--- src/rtl/mux_rr_scheduler.sv ---
// Round-robin scheduler: grants one of four requesters the shared W-bit mux
// for a fixed dwell period and routes the owner's word to LEDG.
module mux_rr_scheduler #(
  parameter int DWELL = 50_000_000,
  parameter int W     = 3
) (
  input  logic           CLOCK_50,
  input  logic           reset,
  input  logic [3:0]     req,
  input  logic [4*W-1:0] src_data,
  output logic [1:0]     sel,
  output logic [3:0]     gnt,
  output logic [W-1:0]   LEDG,
  output logic           busy,
  output logic           gnt_chg
);

  localparam int CW = (DWELL > 1) ? $clog2(DWELL) : 1;

  typedef enum logic {
    IDLE  = 1'b0,
    GRANT = 1'b1
  } state_t;

  state_t        state_q, state_d;
  logic [1:0]    sel_q, sel_d;
  logic [3:0]    gnt_q, gnt_d;
  logic [1:0]    last_q, last_d;
  logic [CW-1:0] cnt_q, cnt_d;
  logic          gnt_chg_q, gnt_chg_d;

  logic          found;
  logic [1:0]    win;
  logic [1:0]    idx;
  logic [W-1:0]  words [4];

  genvar gi;
  generate
    for (gi = 0; gi < 4; gi++) begin : g_unpack
      assign words[gi] = src_data[W*gi +: W];
    end
  endgenerate

  // Walk offsets 4..1 so the smallest offset from last_q (last+1 first) wins.
  always_comb begin
    found = 1'b0;
    win   = last_q;
    idx   = '0;
    for (int i = 4; i >= 1; i--) begin
      idx = last_q + 2'(i);
      if (req[idx]) begin
        found = 1'b1;
        win   = idx;
      end
    end
  end

  always_comb begin
    state_d   = state_q;
    sel_d     = sel_q;
    gnt_d     = gnt_q;
    last_d    = last_q;
    cnt_d     = cnt_q;
    gnt_chg_d = 1'b0;
    case (state_q)
      IDLE: begin
        if (found) begin
          state_d   = GRANT;
          sel_d     = win;
          gnt_d     = 4'b0001 << win;
          last_d    = win;
          cnt_d     = CW'(DWELL - 1);
          gnt_chg_d = 1'b1;
        end
      end
      GRANT: begin
        if (req[sel_q] && (cnt_q != '0)) begin
          cnt_d = cnt_q - CW'(1);
        end else if (found) begin
          sel_d     = win;
          gnt_d     = 4'b0001 << win;
          last_d    = win;
          cnt_d     = CW'(DWELL - 1);
          gnt_chg_d = 1'b1;
        end else begin
          // sel keeps its last value so the mux code stays stable while idle
          state_d = IDLE;
          gnt_d   = '0;
        end
      end
      default: state_d = IDLE;
    endcase
  end

  always_ff @(posedge CLOCK_50) begin
    if (reset) begin
      state_q   <= IDLE;
      sel_q     <= 2'd0;
      gnt_q     <= 4'd0;
      last_q    <= 2'd3;
      cnt_q     <= '0;
      gnt_chg_q <= 1'b0;
    end else begin
      state_q   <= state_d;
      sel_q     <= sel_d;
      gnt_q     <= gnt_d;
      last_q    <= last_d;
      cnt_q     <= cnt_d;
      gnt_chg_q <= gnt_chg_d;
    end
  end

  assign sel     = sel_q;
  assign gnt     = gnt_q;
  assign busy    = (state_q == GRANT);
  assign gnt_chg = gnt_chg_q;
  assign LEDG    = busy ? words[sel_q] : '0;

endmodule

--- config.mk ---
export PLATFORM = sky130hd
export DESIGN_NAME = mux_rr_scheduler
export DESIGN_NICKNAME = d
export VERILOG_FILES = /design/src/rtl/mux_rr_scheduler.sv
export SDC_FILE = /design/constraint.sdc
export NUM_CORES = 1
export LEC_CHECK = 0
export ABC_AREA = 0
export CORE_MARGIN = 3
export CORE_UTILIZATION = 25
export CTS_BUF_LIST = sky130_fd_sc_hd__clkbuf_8 sky130_fd_sc_hd__clkbuf_16
export DETAILED_ROUTE_END_ITERATION = 7
export PLACE_DENSITY = 0.53
export SETUP_SLACK_MARGIN = 0.5
export SYNTH_ARGS = -nofsm -noshare
export SYNTH_HDL_FRONTEND = slang
export SYNTH_SLANG_ARGS = --single-unit
--- constraint.sdc ---
create_clock -name CLOCK_50 -period 3.3 [get_ports CLOCK_50]
set_input_delay 0.99 -clock CLOCK_50 [delete_from_list [all_inputs] [get_ports CLOCK_50]]
set_output_delay 0.99 -clock CLOCK_50 [all_outputs]
set_load 0.1 [all_outputs]
== Word level (Yosys, flattened, before mapping) ==
Cells that the tools add are included.

* Memory bits (writable): 0
* Flip-flop bits (word level): 36
* Input port bits: 18
* Memories kept: 0
* ROM bits: 0
* Latch bits: 0
* Output and inout port bits: 11
* Word-level logic and storage cells: 63

* Shift-type cells: 1
* Bitwise gates (word level): 2
* Divide/modulo/power cells: 0
* $add $sub $neg: 4
* Equal/unequal tests: 2
* Reductions and logical operators: 3
* Multipliers: 0
* $lt $le $gt $ge: 6
* Muxes and demuxes: 39

{| class="wikitable"
|+ Operators with widths
! cell !! count
|-
| 2-to-1 mux 26 bit || 2
|-
| one-hot mux 26 bit (2 select lines) || 1
|-
| nonzero test 26 bit || 1
|-
| subtractor 26 x 1 -> 26 bit, second input constant || 1
|-
| less-than comparator 2 x 3 -> 1 bit, second input constant || 5
|-
| 2-to-1 mux 2 bit || 7
|-
| 2-to-1 mux 1 bit || 12
|-
| 2-to-1 mux 4 bit || 3
|-
| binary-select mux 1 bit (select 2 bit) || 5
|-
| 2-to-1 mux 3 bit || 3
|-
| one-hot mux 2 bit (2 select lines) || 2
|-
| one-hot mux 4 bit (2 select lines) || 1
|-
| binary-select mux 3 bit (select 2 bit) || 1
|-
| adder 2 bit, second input constant || 2
|-
| != test 2 bit, second input constant || 2
|-
| one-hot mux 1 bit (2 select lines) || 2
|-
| left shift 1 x 2 -> 4 bit, first input constant || 1
|-
| >= comparator 3 bit, second input constant || 1
|-
| inverter 2 -> 3 bit || 1
|-
| adder 2 x 1 -> 2 bit, second input constant || 1
|-
| AND reduction 2 bit || 1
|-
| logical AND 1 bit || 1
|-
| inverter 1 bit || 1
|}

== Depth between registers and ports, before layout ==
* Word-level depth: 10
* Gate-level depth with buffers: 8
* Mapped depth without buffers: 7

== Least setup slack after synthesis ==
Ideal clock, no wire load.

* Path type: reg-to-output
* Start: register sel_q[0] (netlist: sel[0])
* End: output port LEDG[0]
* Data required time: 2.310 ns
* Path buffers: 1
* Path slack: 0.165 ns
* Stages on the path, launching flop included: 4
* Arrival: 2.145 ns
* Path through: dfxtp_1 -> buf_6 -> mux4_2 -> and2_1

* Cells in the longest elaborated chain, start to end: 5

{| class="wikitable"
|+ RTL lines
! what !! line !! text
|-
| from (decl) || 26 || <nowiki>logic [1:0] sel_q, sel_d;</nowiki>
|-
| from (signal assigned) || 105 || <nowiki>sel_q <= sel_d;</nowiki>
|-
| inverter 2 -> 3 bit (implied by the code) || 117 || <nowiki>assign LEDG = busy ? words[sel_q] : '0;</nowiki>
|-
| binary-select mux 3 bit (select 2 bit) || 117 ||
|-
| 2-to-1 mux 3 bit (implied by the code) (2 in a row) || 117 ||
|-
| 2-to-1 mux 3 bit || 117 ||
|-
| to (decl) || 13 || <nowiki>output logic [W-1:0] LEDG,</nowiki>
|}

Every way passes these cells. The select of a mux whose other input is x is not followed.

== Worst setup path after layout ==
* Start: input port src_data[9]
* End: output port LEDG[0]

* Cells in the longest elaborated chain, start to end: 4

{| class="wikitable"
|+ RTL lines
! what !! line !! text
|-
| from (decl) || 10 || <nowiki>input logic [4*W-1:0] src_data,</nowiki>
|-
| binary-select mux 3 bit (select 2 bit) || 117 ||
|-
| 2-to-1 mux 3 bit (implied by the code) (2 in a row) || 117 ||
|-
| 2-to-1 mux 3 bit || 117 ||
|}

Every way passes these cells. The select of a mux whose other input is x is not followed.

==> flow_summary_export.csv <==
group,metric,value,unit
outcome,status,"finished clean",
setup_path,crit_start,"src_data[9]",
floorplanning,rows,31,
sta,max_freq,350,MHz
global_route,grtUsageTotal,12.8,%
drt,drt-pass1-iter-count,4,
synth,yosysSeqAreaShare,36.1,%
sta,worstMarginPinSlew,894,ps
sta,fin_crit,2850,ps
cts,clkTransAtPathRegs,80,ps
cts,cts_root_buffer,"clkbuf_8",
setup_path,rr_startpoint,"cnt_q[0]",
synth,synth_edf_count,0,
floorplanning,coreArea,7490,µm²
setup_path,worst_ep_required_time,2310,ps
power,irDropWorstVdd,240,µV
worst_hold_path,hold_path.class,"flop to flop",
cts,numCtsBuffers,5,
sta,slew_headroom,39.8,%
drt,drc,0,
sta,skew,5.91,ps
run,max_cap_viol_count,0,
synth,synthesis.area,2000,µm²
setup_path,crit_fanout,1,
global_route,antenna_found_initial,0,
floorplanning,start_util,26.7,%
setup_path,path_cells,"buf_6 -> mux4_2 -> and2_4 -> buf_12",
floorplanning,ios,29,
final_layout,drive_above_1_share,27.1,%
sta,report.final.slew_viol_count,0,
floorplanning,die-area,9100,µm²
drt,wl_met1,2650,µm
power,p_per_area,497,nW/µm²
synth,syn_inst,230,
cts,cts.sink_count,36,
final_layout,syn_to_final_growth,29.7,%
drt,drtAntennaViolNets,0,
setup_path,max_stage_delay,450,ps
synth,ys.flop_type,"dfxtp_1",
setup_path,crit_type,"input pin to primary output",
setup_path,startpoint_type,"input pin",
place,routabilityCongestion,0.755,
place,port_buffers,28,
sta,rsz0062_at_grt,"true",
global_route,grt_first_pass_wirelength,9180,µm
floorplanning,dieHeight,95.4,µm
setup_path,critical_path.slowest_cell,"mux4_2",
drt,detail_route.vias_per_cell,5.18,
sta,fin_crit_sh,86.5,%
final_layout,utilization,34.6,%
cts,cts_max_level,2,
setup_path,cp-end-kind,"primary output",
synth,yosysWarningCount,0,
synth,synth-seq-cells,36,
sta,finalSetupViolations,0,
global_route,grt.overflow.total,0,
sta,hold_viol,0,
setup_path,cp.arrival,1860,ps
worst_hold_path,hp-start,"cnt_q[13]",
drt,routed_wl,5290,µm
synth,async_reset_ff_share,0,%
floorplanning,fp.dieW,95.4,µm
sta,fin_setup_tns,0,ps
synth,ys_types,55,
sta,fin_hold_ws,475,ps
global_route,grt_pass1_vias,1801,
cts,cts_tree,"built",
drt,num_vias,1906,
place,dp_hpwl,3720,µm
drt,first_iter_violations,82,
final_layout,final_nets,287,
drt,wl_met3,141,µm
cts,cts_buffer_depth,2,
cts,clock_latency,290,ps
drt,met2_length,2430,µm
drt,wl_per_cell,14.4,µm
drt,highest_layer,"met4",
synth,syn-num-nets,249,
cts,cts_hold_buffers,0,
global_route,grt_start_max_net_pins,23,
power,p_leak,0.959,nW
synth,synth_area_per_cell,8.68,µm²
final_layout,antenna_cells,0,
[critical path: cells and delay by family]
kind / cells / cell delay (ps)
muxes: 1 / 450
and+or+nand+nor: 1 / 180
buffers and inverters: 2 / 250
[cell families (layout without fill, tap and decap cells)]
logic type / Yosys count / after routing / synth area share (%)
compound gates: 74 / 74 / 26.2
xor+xnor: 2 / 2 / 0.877
fa+ha+maj: 1 / 1 / 0.626
buf+inv: 20 / 59 / 5.07
flops: 36 / 36 / 36.1
mux: 5 / 5 / 5.01
simple gates: 92 / 92 / 26.1
[metrics by stage]
stage	instances	setup WS, ps	total power, mW	instance area (µm²)
CTS	365	427	1.29	2520
finish	368	445	1.29	2590
global route	368	422	1.36	2590
detailed placement	357	80.6	0.942	2460
floorplan	230	506	0.827	2000
global placement	357	80.3	0.938	2460
[path summary, 6_finish.rpt]
check	to	depth (start not counted)	slack [ps]
max	LEDG[0]	4	450
min	cnt_q[13]	2	480
max reg2reg	cnt_q[10]	6	890
min reg2reg	cnt_q[13]	2	480
[cell type report]
cell class,count,area [µm²]
fillers,767,4900
multi-input cells,174,1210
flip-flops and latches,36,723
repair buffers,45,412
well taps,99,124
clock buffers,6,82.6
inverters,6,22.5
clock inverters,2,15.0
[synthesized netlist by cell type, drive strengths merged, types with 5 or more instances]
cell type | n | share of area [%]
inv | 5 | 0.94
nor4 | 12 | 4.8
o21a | 6 | 2.3
nor2 | 20 | 3.8
a21oi | 18 | 4.5
nor3 | 16 | 4.0
a211oi | 6 | 2.3
buf | 6 | 2.4
nand3 | 6 | 1.5
clkbuf | 8 | 1.5
dfxtp | 36 | 36
o21ai | 11 | 2.8
nand2 | 11 | 2.1
[cell usage in the layout (no fill, tap or decap), types with 5 or more instances in the layout]
| cell | synthesis | final |
|---|---|---|
| nand3_1 | 6 | 6 |
| dfxtp_1 | 36 | 34 |
| o21a_1 | 6 | 6 |
| clkbuf_8 | 0 | 6 |
| nor2_1 | 20 | 19 |
| buf_4 | 0 | 24 |
| nor3_1 | 16 | 16 |
| nand2_1 | 11 | 11 |
| nor4_1 | 10 | 8 |
| a21oi_1 | 18 | 18 |
| a211oi_1 | 6 | 6 |
| o21ai_0 | 10 | 10 |
| clkdlybuf4s50_1 | 0 | 5 |
| inv_1 | 5 | 5 |
| buf_6 | 3 | 9 |
[registers in the layout (all words and copies together), names as in the netlist]
register  cells
cnt_q        26
sel           2
gnt_chg       1
last_q        2
gnt           4
busy          1
[what timing repair did]
item,4_1_cts,5_1_grt
endpoints found under the setup margin,9,15
setup buffers,0,3
gates resized for setup,42,10
pin swaps,1,1
[metal layers]
layer / vias up / track usage (%)
met5: - / 0
met4: 0 / 3.91
met3: 5 / 2.45
met2: 26 / 19.9
met1: 904 / 17.8
li1: 971 / -
[power by group]
group / total, mW / internal [mW] / switching (mW)
sequential: 0.527 / 0.476 / 0.0513
clock: 0.342 / 0.169 / 0.173
combinational: 0.418 / 0.159 / 0.259
Note: power is estimated with default switching activity, not from simulation.
